<file path="src/rtl/spike_rate_encoder.sv">
// Rate-coded spike source: per-channel rates loaded via valid/ready, applied per frame.
// Optional LFSR (Bernoulli) spike mode is enabled by defining SPIKE_ENC_STOCHASTIC_EN.
module spike_rate_encoder #(
  parameter int NUM_CH = 3,
  parameter int RATE_W = 4,
  parameter int WINDOW = 16
`ifdef SPIKE_ENC_STOCHASTIC_EN
  , parameter logic [15:0] LFSR_SEED = 16'hACE1
`endif
) (
  input  logic                     clk,
  input  logic                     rst,
  input  logic                     start,
  input  logic                     stop,
  input  logic                     continuous,
  input  logic                     rate_valid,
  output logic                     rate_ready,
  input  logic [NUM_CH*RATE_W-1:0] rate_data,
  output logic [NUM_CH-1:0]        spike_out,
  output logic                     busy,
  output logic                     frame_done
);

  localparam int RW    = NUM_CH * RATE_W;
  localparam int CNT_W = (WINDOW > 1) ? $clog2(WINDOW) : 1;
  localparam logic [CNT_W-1:0] LAST = CNT_W'(WINDOW - 1);

  typedef enum logic {IDLE, RUN} state_e;

  state_e            state_q, state_d;
  logic [CNT_W-1:0]  cnt_q, cnt_d;
  logic              pend_q, pend_d;
  logic [RW-1:0]     shadow_q, shadow_d;
  logic [RW-1:0]     rate_q, rate_d;
  logic [NUM_CH-1:0] spike_q, spike_d;
  logic              reload, step, xfer;
`ifdef SPIKE_ENC_STOCHASTIC_EN
  logic [15:0]       lfsr_q, lfsr_d;
`else
  logic [RW-1:0]     acc_q, acc_d;
`endif

  assign rate_ready = !pend_q;
  assign busy       = (state_q == RUN);
  assign spike_out  = spike_q;
  assign xfer       = rate_valid && !pend_q;

  // The accumulate for RUN cycle k happens on the edge entering it,
  // so the spike register shows cycle k's carry during cycle k.
  always_comb begin
    state_d    = state_q;
    cnt_d      = cnt_q;
    pend_d     = pend_q;
    shadow_d   = shadow_q;
    rate_d     = rate_q;
    spike_d    = '0;
    frame_done = 1'b0;
    reload     = 1'b0;
    step       = 1'b0;
`ifdef SPIKE_ENC_STOCHASTIC_EN
    lfsr_d     = lfsr_q;
`else
    acc_d      = acc_q;
`endif

    unique case (state_q)
      IDLE: begin
        if (start && !stop) begin
          state_d = RUN;
          reload  = 1'b1;
        end
      end
      RUN: begin
        if (stop) begin
          state_d = IDLE;
        end else if (cnt_q == LAST) begin
          frame_done = 1'b1;
          if (continuous) reload  = 1'b1;
          else            state_d = IDLE;
        end else begin
          step  = 1'b1;
          cnt_d = cnt_q + 1'b1;
        end
      end
    endcase

    if (reload) begin
      step  = 1'b1;
      cnt_d = '0;
      if (pend_q) begin
        rate_d = shadow_q;
        pend_d = 1'b0;
      end
    end

    // xfer needs !pend_q, so it never collides with a consuming reload
    if (xfer) begin
      shadow_d = rate_data;
      pend_d   = 1'b1;
    end

    if (step) begin
`ifdef SPIKE_ENC_STOCHASTIC_EN
      for (int c = 0; c < NUM_CH; c++) begin
        spike_d[c] = rate_d[c*RATE_W +: RATE_W] >
                     (lfsr_q[c*RATE_W +: RATE_W] ^ lfsr_q[15 -: RATE_W]);
      end
      lfsr_d = {lfsr_q[14:0],
                lfsr_q[15] ^ lfsr_q[13] ^ lfsr_q[12] ^ lfsr_q[10]};
`else
      for (int c = 0; c < NUM_CH; c++) begin
        {spike_d[c], acc_d[c*RATE_W +: RATE_W]} =
          {1'b0, (reload ? {RATE_W{1'b0}} : acc_q[c*RATE_W +: RATE_W])} +
          {1'b0, rate_d[c*RATE_W +: RATE_W]};
      end
`endif
    end
  end

  always_ff @(posedge clk or posedge rst) begin
    if (rst) begin
      state_q  <= IDLE;
      cnt_q    <= '0;
      pend_q   <= 1'b0;
      shadow_q <= '0;
      rate_q   <= '0;
      spike_q  <= '0;
`ifdef SPIKE_ENC_STOCHASTIC_EN
      lfsr_q   <= LFSR_SEED;
`else
      acc_q    <= '0;
`endif
    end else begin
      state_q  <= state_d;
      cnt_q    <= cnt_d;
      pend_q   <= pend_d;
      shadow_q <= shadow_d;
      rate_q   <= rate_d;
      spike_q  <= spike_d;
`ifdef SPIKE_ENC_STOCHASTIC_EN
      lfsr_q   <= lfsr_d;
`else
      acc_q    <= acc_d;
`endif
    end
  end

endmodule
</file>
<file path="config.mk">
export PLATFORM = sky130hd
export DESIGN_NAME = spike_rate_encoder
export DESIGN_NICKNAME = d
export VERILOG_FILES = /design/src/rtl/spike_rate_encoder.sv
export SDC_FILE = /design/constraint.sdc
export NUM_CORES = 1
export LEC_CHECK = 0
export ABC_AREA = 1
export CORE_MARGIN = 2
export CORE_UTILIZATION = 30
export CTS_CLUSTER_SIZE = 14
export DETAILED_ROUTE_END_ITERATION = 7
export PLACE_DENSITY = 0.52
export SYNTH_ARGS = -nofsm -noshare
export SYNTH_HDL_FRONTEND = slang
export SYNTH_SLANG_ARGS = --single-unit
</file>
<file path="constraint.sdc">
create_clock -name clk -period 3.85 [get_ports clk]
set_input_delay 0.77 -clock clk [delete_from_list [all_inputs] [get_ports clk]]
set_output_delay 0.77 -clock clk [all_outputs]
set_load 0.005 [all_outputs]
</file>
==> summary.txt, run 1 <==
Floorplan
  – Initial Utilization: 0.306
  – Num rows: 33
  – Top Ports: 24
  – Core area: 0.00809 mm²
  – Die width: 94.9 µm
  – Die H: 94.9 µm
  – Die area: 0.00900 mm²

Yosys
  – Post-Syn Area: 0.00248 mm²
  – Sequential fraction of the synthesis area: 0.455
  – Main synth FF type: dfrtp_1
  – Yosys cell types: 27
  – Mapped Avg Cell Area: 8.88 µm²
  – Post-synth ARST share: 1.00
  – Post-Syn Instances: 279
  – EDFF count, synth: 0
  – Post-synth net total: 313
  – Yosys Warn Count: 0
  – Flops & latches, synth: 45

Worst hold path
  – HP Class: register to register

Route
  – Vias per cell: 4.34
  – Starting DRT DRC Count: 75
  – Wire length per cell: 11.6 µm
  – DRT Pass-1 Iters: 4
  – DRC viols: 0
  – Routed vias: 1764
  – Total Wirelength: 4700 µm
  – Final ANT Viol Nets: 0

Layout
  – Commonest non-fill, non-tap cell in the layout: nand2_1
  – Post-route cell area: 0.00284 mm²
  – Area delta synth->final: 14.7%
  – Layout Nets: 334
  – Non-filler instance count after layout: 406
  – Filler cells: 860
  – N_diodes: 0
  – Most frequent cells in the layout: 66 x nand2_1, 45 x dfrtp_1, 38 x inv_1
  – Share of cells above drive strength 1: 0.110
  – Util after Layout: 0.351

GRT
  – Largest net degree at the start of global routing: 46
  – Vias in the first global route: 1705
  – GRT Util Overall: 0.118
  – Overflow after GRT: 0
  – Global-route wire length before repair: 8230 µm
  – Initial antenna violation count: 0

Setup path
  – CP cell instances: clkdlybuf4s50_1, nor2_2, inv_1, nor2_1, clkdlybuf4s50_1
  – Worst path arrival time: 2.06 ns
  – Crit path max fanout: 3
  – Worst path max stage delay: 0.51 ns
  – CP startpoint kind: input port
  – Critical path type: input port to primary output
  – Slowest-stage cell, CP: clkdlybuf4s50_1
  – Worst EP required: 3.08 ns
  – Crit-path most repeated cell: clkdlybuf4s50_1
  – CP endpoint kind: primary output

Outcome
  – Status: completed

Timing
  – Slew at the pin with the worst max-slew slack: 0.950 ns
  – Slew margin rel.: 0.366
  – Tcrit/Tclk final: 0.736
  – Hold Violations, Final: 0
  – Final slew viol count: 0
  – F_max: 0.353 GHz
  – Final WS setup: 1.02 ns
  – Min Hold Slack: 0.483 ns
  – Count of final setup violators: 0
  – Setup TNS Final: 0 ns
  – Clock period minus worst slack: 2.83 ns
  – Max Clock Skew: 0.00926 ns
  – RSZ-0062 raised after global routing: no

Placement
  – Hpwl dp: 3290 µm
  – Placement Cell Area: 0.00276 mm²
  – DP Worst Slack: 0.721 ns
  – Final RePlAce weighted congestion: 0.782
  – Dpl cells: 398
  – PortBufs: 23

Pwr
  – Internal: 1.19 mW
  – Pleak: 1.37 nW
  – Clk network pwr share: 0.150
  – Fraction of power spent switching nets: 0.386
  – PwrDens: 681 mW/mm²
  – Sequential share of power: 0.408
  – NetSw: 0.746 mW
  – Logic pwr share: 0.442
  – Tot Pwr: 1.93 mW
  – Maximum vdd drop: 0.159 mV

Clocking
  – Post-CTS sizing: 0
  – Worst-skew pair later-pin latency: 0.30 ns
  – Post-CTS Hold Buffers: 0
  – Maximum clock path buffer count: 2
  – Inserted Clock Buffers: 5
  – Clock transition at path regs: 0.08 ns
  – H-tree depth: 2
  – CTS sink count: 45
  – Setup repair bufs after CTS: 0
  – Clock Tree Root: clkbuf_8
  – TritonCTS clock tree: done

Run
  – Max cap viols: 0
[power by group through the flow]
stage	clock (mW)	combinational, mW	sequential (mW)
after global routing	0.325	0.991	0.815
after detailed placement	0	0.853	0.799
after global placement	0	0.854	0.796
final	0.290	0.854	0.788
after floorplan	0	0.714	0.748
after CTS	0.301	0.861	0.791
[cell usage after synthesis, types with 3 or more instances]
cell,number,area share
buf_4,3,0.0091
mux2_2,10,0.045
dfrtp_1,45,0.45
o21ai_1,9,0.018
nand2_1,66,0.10
o21ai_2,6,0.021
nand4_1,4,0.010
nand3_1,11,0.022
buf_6,5,0.023
nand3b_1,7,0.021
o21ai_0,7,0.014
a21oi_1,14,0.028
nor2_1,21,0.032
fa_1,3,0.024
ha_1,13,0.066
inv_1,39,0.059
[worst max-delay path, delay by kind of cell]
family        cells  cell delay (ns)
buf+inv           3             1.00
simple gates      2             0.30
[sequential cells by signal (all words and copies together) (netlist names)]
register   cells
acc_q         12
busy           1
cnt_q          4
pend_q         1
rate_q        12
shadow_q      12
spike_out      3
[layer usage]
layer  vias up  wire, µm  share of wire  global-route usage
met2        17      2120           0.45               0.178
li1        926         -              -                   -
met5         -         0              0                   0
met1       814      2360           0.50               0.164
met4         0        91          0.019              0.0507
met3         7       132          0.028              0.0255
[worst paths after layout]
path	from	end	slack, ns	cells after the start
setup / recovery	stop	frame_done	1.02	5
hold / removal	acc_q[10]	acc_q[10]	0.48	2
setup reg to reg	cnt_q[0]	spike_out[0]	1.29	12
hold reg to reg	acc_q[10]	acc_q[10]	0.48	2
max in group asynchronous	rst	acc_q[7]	2.26	2
min in group asynchronous	rst	shadow_q[10]	1.00	2
[cell type report]
type / instances / area (µm²) / area share
inverters: 42 / 160 / 0.0564
clock inverters: 1 / 7.51 / 0.00264
clock buffers: 7 / 76.3 / 0.0269
multi-input cells: 183 / 1110 / 0.390
flip-flops and latches: 45 / 1130 / 0.397
well taps: 105 / 131 / 0.0463
repair buffers: 23 / 230 / 0.0811
[cell families (layout without fill, tap and decap cells)]
group                    count (synthesis)  count (layout)  synth area share
adder cells (fa/ha/maj)                 16              16            0.0899
flip-flops                              45              45             0.455
buffers and inverters                   51              73            0.0980
multiplexers                            12              12            0.0536
XOR/XNOR                                 3               3            0.0106
AO/OA/AOI/OAI                           36              36            0.0819
AND/OR/NAND/NOR                        116             116             0.211
(Power assumes the default switching activity.)
==> inputs of run 2 (changes only) <==
--- a/config.mk
+++ b/config.mk
@@ -10,7 +10,7 @@
 export CORE_UTILIZATION = 30
 export CTS_CLUSTER_SIZE = 14
 export DETAILED_ROUTE_END_ITERATION = 7
-export PLACE_DENSITY = 0.52
+export PLACE_DENSITY = 0.54
 export SYNTH_ARGS = -nofsm -noshare
 export SYNTH_HDL_FRONTEND = slang
 export SYNTH_SLANG_ARGS = --single-unit
==> constraint.sdc (replaced) <==
create_clock -name clk -period 2.3 [get_ports clk]
set_input_delay 0.46 -clock clk [delete_from_list [all_inputs] [get_ports clk]]
set_output_delay 0.46 -clock clk [all_outputs]
set_load 0.005 [all_outputs]
==> run 2 against run 1 <==
Setup slack lost 0.93 ns; wire length grew 4.5%; global-route usage grew 0.16 points; critical path type is now register to register; non-clock buffer count grew 26; sequential share of layout area shrank 4.4 points; die area is the same; critical path depth grew 9; clock skew shrank 0.0037 ns; total power grew 81%; final cell count grew 6.4%; highest routed layer unchanged; sequential power grew 65%; core utilization grew 4.4 points.
==> summary.txt, run 2 (same netlist as run 1, synthesis figures left out) <==
Timing
  – Setup TNS Final: 0 ns
  – F_max: 0.451 GHz
  – Max Clock Skew: 0.00555 ns
  – Final slew viol count: 0
  – Hold Violations, Final: 0
  – Count of final setup violators: 0
  – Min Hold Slack: 0.482 ns
  – Clock period minus worst slack: 2.22 ns
  – Slew at the pin with the worst max-slew slack: 0.323 ns
  – Slew margin rel.: 0.784
  – RSZ-0062 raised after global routing: yes
  – Tcrit/Tclk final: 0.964

Route
  – Wire length on met1: 2560 µm
  – Wire length per cell: 11.4 µm
  – Met3 wire length: 157 µm
  – Starting DRT DRC Count: 67
  – Max layer used: met4
  – DRT Pass-1 Iters: 4
  – Final ANT Viol Nets: 0
  – Routed vias: 1862
  – DRC viols: 0
  – Metal2 WL: 2130 µm
  – Total Wirelength: 4910 µm
  – Vias per cell: 4.31

Run
  – Max cap viols: 0

Clocking
  – Inserted Clock Buffers: 5
  – H-tree depth: 2
  – Worst-skew pair later-pin latency: 0.30 ns
  – Clock transition at path regs: 0.08 ns
  – Post-CTS Hold Buffers: 0
  – Maximum clock path buffer count: 2
  – Clock Tree Root: clkbuf_8
  – TritonCTS clock tree: done
  – CTS sink count: 45

Setup path
  – Critical path type: register to register
  – Worst EP required: 2.49 ns
  – CP endpoint kind: register
  – Worst reg2reg setup slack: 0.08 ns
  – Crit path max fanout: 8
  – Critical Path End: acc_q[1]
  – Critical Path Source: cnt_q[1]
  – R2R Path End: acc_q[1]
  – Reg2reg start: cnt_q[1]
  – CP startpoint kind: register
  – Worst reg2reg path depth: 14
  – Worst path arrival time: 2.40 ns

Pwr
  – PwrDens: 1090 mW/mm²
  – Logic pwr share: 0.485
  – Clk network pwr share: 0.144
  – Internal: 2.20 mW
  – Sequential share of power: 0.371
  – Fraction of power spent switching nets: 0.372
  – NetSw: 1.30 mW
  – Maximum vdd drop: 0.278 mV
  – Pleak: 1.54 nW

GRT
  – Largest net degree at the start of global routing: 46
  – Overflow after GRT: 0
  – Initial antenna violation count: 0
  – Vias in the first global route: 1779
  – Global-route wire length before repair: 8450 µm
  – GRT Util Overall: 0.120

Floorplan
  – Core area: 0.00809 mm²
  – Die area: 0.00900 mm²
  – Die width: 94.9 µm
  – Initial Utilization: 0.306
  – Die H: 94.9 µm
  – Num rows: 33
  – Top Ports: 24

Placement
  – PortBufs: 23
  – Hpwl dp: 3430 µm
  – Placement Cell Area: 0.00297 mm²
  – Final RePlAce weighted congestion: 0.801

Layout
  – Layout Nets: 361
  – Most frequent cells in the layout: 64 x nand2_1, 44 x dfrtp_1, 37 x inv_1
  – Share of cells above drive strength 1: 0.239
  – Largest regs: acc_q (12), rate_q (12), shadow_q (12)
  – Filler cells: 846
  – N_diodes: 0
  – Storage cell area: 0.00113 mm²
  – Area delta synth->final: 29.0%
  – Post-route cell area: 0.00319 mm²
  – Footprint of the multi-input gates: 0.00121 mm²
  – Commonest non-fill, non-tap cell in the layout: nand2_1

Worst hold path
  – HP Class: register to register

Outcome
  – Status: completed
==> run 2: cell types whose count changed in the layout (fill, tap and decap cells not counted), moves of 2 or more <==
cell,change
o21ai_2,+3
nand2_8,+2
nand2_1,-2
nor2_1,-2
fa_1,-2
ha_1,-4
buf_4,+21
ha_2,+3
a21oi_1,-3
fa_2,+2
a21oi_2,+3
o21ai_1,-3
buf_12,+4
nand2_2,+2
==> run 2: worst max-delay path, stage by stage (launching register included) <==
cell,delay (ns)
dfrtp_1,0.39
ha_2,0.19
nand2_1,0.08
nor2_2,0.05
nand3_4,0.10
buf_12,0.12
nand2_8,0.07
buf_6,0.14
nor2_2,0.07
ha_2,0.19
inv_2,0.04
fa_2,0.51
inv_1,0.03
nand2_1,0.07
o21ai_2,0.05
==> run 2: cell type report <==
| cell class | count | area share |
|---|---|---|
| clock buffers | 7 | 0.0270 |
| inverters | 42 | 0.0502 |
| multi-input cells | 184 | 0.378 |
| flip-flops and latches | 45 | 0.353 |
| well taps | 105 | 0.0411 |
| repair buffers | 49 | 0.151 |
==> run 2: worst min path at each step <==
stage	startpoint	to	slack, ns	cells after the start
6_report	acc_q[10]	acc_q[10]	0.48	2
5_1_grt	acc_q[10]	acc_q[10]	0.51	2
4_1_cts	acc_q[10]	acc_q[10]	0.48	2
3_5_place_dp	acc_q[10]	acc_q[10]	0.46	2
3_3_place_gp	acc_q[10]	acc_q[10]	0.46	2
2_1_floorplan	acc_q[10]	acc_q[10]	0.44	2
==> run 2: routing by layer <==
layer / vias to the layer above / GRT usage
met5: - / 0
met4: 0 / 0.0435
met3: 7 / 0.0247
met2: 25 / 0.178
met1: 847 / 0.172
li1: 983 / -
==> run 2: stage by stage <==
step	cells	worst slack, ns	util	total power, mW
floorplan	279	0.108	-	2.45
detailed placement	422	-0.343	0.367	2.93
global placement	422	-0.322	0.367	2.91
CTS	429	0.00547	0.379	3.46
global route	432	-0.00484	0.395	3.87
finish	432	0.0832	0.395	3.50
==> run 2: power by group through the flow <==
| stage | registers [mW] | logic [mW] | clock network (mW) |
|---|---|---|---|
| global route | 1.35 | 1.99 | 0.542 |
| detailed placement | 1.31 | 1.62 | 0 |
| global placement | 1.30 | 1.61 | 0 |
| CTS | 1.30 | 1.63 | 0.523 |
| finish | 1.30 | 1.70 | 0.503 |
| floorplan | 1.25 | 1.20 | 0 |
==> run 2: repair_timing <==
action	4_1_cts	5_1_grt
buffers inserted	0	2
setup endpoints to repair	3	12
cloned	0	1
pin swaps	0	5
gates resized for setup	1	24
==> inputs of run 3 (changes only) <==
--- a/config.mk
+++ b/config.mk
@@ -7,10 +7,10 @@
 export LEC_CHECK = 0
 export ABC_AREA = 1
 export CORE_MARGIN = 2
-export CORE_UTILIZATION = 30
+export CORE_UTILIZATION = 40
 export CTS_CLUSTER_SIZE = 14
 export DETAILED_ROUTE_END_ITERATION = 7
-export PLACE_DENSITY = 0.54
+export PLACE_DENSITY = 0.67
 export SYNTH_ARGS = -nofsm -noshare
 export SYNTH_HDL_FRONTEND = slang
 export SYNTH_SLANG_ARGS = --single-unit
==> run 3 against run 2 <==
Design area grew 2.3%; highest routed layer unchanged; sequential share of layout area shrank 0.82 points; wire length grew 12%; clock-buffer cell count shrank 2; global-route usage grew 5.3 points.
==> summary.txt, run 3 (same netlist as run 1, synthesis figures left out) <==
Floorplan
  – Die area: 0.00684 mm²
  – Top Ports: 24
  – Die width: 82.7 µm
  – Die H: 82.7 µm
  – Num rows: 28
  – Core area: 0.00596 mm²
  – Initial Utilization: 0.416

Route
  – Final ANT Viol Nets: 0
  – DRC viols: 0
  – DRT Pass-1 Iters: 4
  – Wire length per cell: 13.5 µm
  – Total Wirelength: 5520 µm
  – Vias per cell: 4.79
  – Starting DRT DRC Count: 121
  – Routed vias: 1961

Placement
  – Dpl cells: 394
  – Hpwl dp: 3700 µm
  – DP Worst Slack: -0.325 ns
  – Final RePlAce weighted congestion: 0.783
  – Placement Cell Area: 0.00294 mm²
  – PortBufs: 23

Clocking
  – TritonCTS clock tree: done
  – Worst-skew pair later-pin latency: 0.30 ns
  – H-tree depth: 2
  – Clock Tree Root: clkbuf_8
  – CTS sink count: 45
  – Post-CTS Hold Buffers: 0
  – Maximum clock path buffer count: 2
  – Clock transition at path regs: 0.09 ns
  – Inserted Clock Buffers: 5

GRT
  – Initial antenna violation count: 0
  – Vias in the first global route: 1942
  – GRT Util Overall: 0.173
  – Global-route wire length before repair: 8850 µm
  – Overflow after GRT: 0
  – Largest net degree at the start of global routing: 21

Layout
  – N_diodes: 0
  – Area delta synth->final: 31.9%
  – Non-filler instance count after layout: 409
  – Commonest non-fill, non-tap cell in the layout: nand2_1
  – Filler cells: 529
  – Share of cells above drive strength 1: 0.272
  – Layout Nets: 367
  – Largest regs: acc_q (12), rate_q (12), shadow_q (12)
  – Post-route cell area: 0.00327 mm²
  – Most frequent cells in the layout: 62 x nand2_1, 45 x dfrtp_1, 36 x inv_1

Setup path
  – Critical path type: register to register
  – Worst reg2reg path depth: 13
  – Worst path arrival time: 2.40 ns
  – Worst EP required: 2.49 ns
  – CP endpoint kind: register
  – Reg2reg start: cnt_q[1]
  – Crit path max fanout: 7
  – CP startpoint kind: register
  – Critical Path Source: cnt_q[1]

Worst hold path
  – HP Class: input port to asynchronous set/reset pin

Timing
  – Max Clock Skew: 0.00943 ns
  – F_max: 0.452 GHz
  – Tcrit/Tclk final: 0.961
  – Hold Violations, Final: 0
  – Count of final setup violators: 0
  – Slew margin rel.: 0.581
  – Clock period minus worst slack: 2.21 ns
  – Final slew viol count: 0
  – Final WS setup: 0.0893 ns
  – Slew at the pin with the worst max-slew slack: 0.624 ns

Outcome
  – Status: completed

Run
  – Max cap viols: 0

Pwr
  – Fraction of power spent switching nets: 0.366
  – Pleak: 1.59 nW
  – NetSw: 1.42 mW
  – Maximum vdd drop: 0.489 mV
  – Sequential share of power: 0.332
  – Clk network pwr share: 0.183
  – PwrDens: 1190 mW/mm²
  – Internal: 2.46 mW
  – Logic pwr share: 0.485
[run 3: what timing repair did]
item	4_1_cts	5_1_grt
pin swaps	0	15
gates resized for setup	3	31
endpoints found under the setup margin	3	13
buffers inserted	1	5
cloned	0	1
[run 3: per-stage QoR]
| step | utilization | TNS [ns] | hold slack [ns] | power (mW) |
|---|---|---|---|---|
| floorplan | - | 0 | 0.442 | 2.45 |
| global placement | 0.493 | -2.89 | 0.460 | 2.89 |
| detailed placement | 0.493 | -3.19 | 0.460 | 2.94 |
| CTS | 0.520 | 0 | 0.474 | 3.71 |
| global route | 0.548 | -0.0131 | 0.501 | 4.24 |
| finish | 0.548 | 0 | 0.465 | 3.88 |
[run 3: critical path, stage by stage, from the launching register on]
cell	delay (ns)
dfrtp_1	0.42
ha_4	0.18
nand2_2	0.08
nor2_4	0.05
nand3_4	0.13
nand2_4	0.10
buf_4	0.18
nor2_4	0.10
ha_4	0.14
inv_2	0.04
fa_2	0.52
inv_1	0.04
nand2_1	0.07
o21ai_2	0.05
[run 3: cell type report]
| class | count | area (µm²) | share of cell area |
|---|---|---|---|
| Clock inverter | 3 | 65.1 | 0.0199 |
| Tap cell | 75 | 93.8 | 0.0287 |
| Clock buffer | 5 | 68.8 | 0.0211 |
| Sequential cell | 45 | 1130 | 0.345 |
| Multi-Input combinational cell | 184 | 1250 | 0.383 |
| Timing Repair Buffer | 55 | 502 | 0.154 |
| Inverter | 42 | 160 | 0.0490 |
[run 3: worst paths after layout]
kind                        endpoint  slack (ns)
setup / recovery            acc_q[1]        0.09
setup reg to reg            acc_q[1]        0.09
hold / removal              cnt_q[1]        0.46
max in group asynchronous   acc_q[8]        1.34
min in group clk           acc_q[10]        0.48
hold reg to reg            acc_q[10]        0.48
[run 3: routing by layer]
layer	vias up	wire (µm)	track usage
li1	995	-	-
met1	918	2510	0.225
met2	37	2680	0.283
met3	11	181	0.0348
met4	0	147	0.0689
met5	-	0	0
[run 3: power groups by stage]
stage               combinational [mW]  clock [mW]  sequential, mW
floorplan                         1.20           0            1.25
global placement                  1.60           0            1.29
detailed placement                1.64           0            1.30
CTS                               1.70       0.725            1.28
global route                      2.15       0.762            1.33
finish                            1.88       0.711            1.29
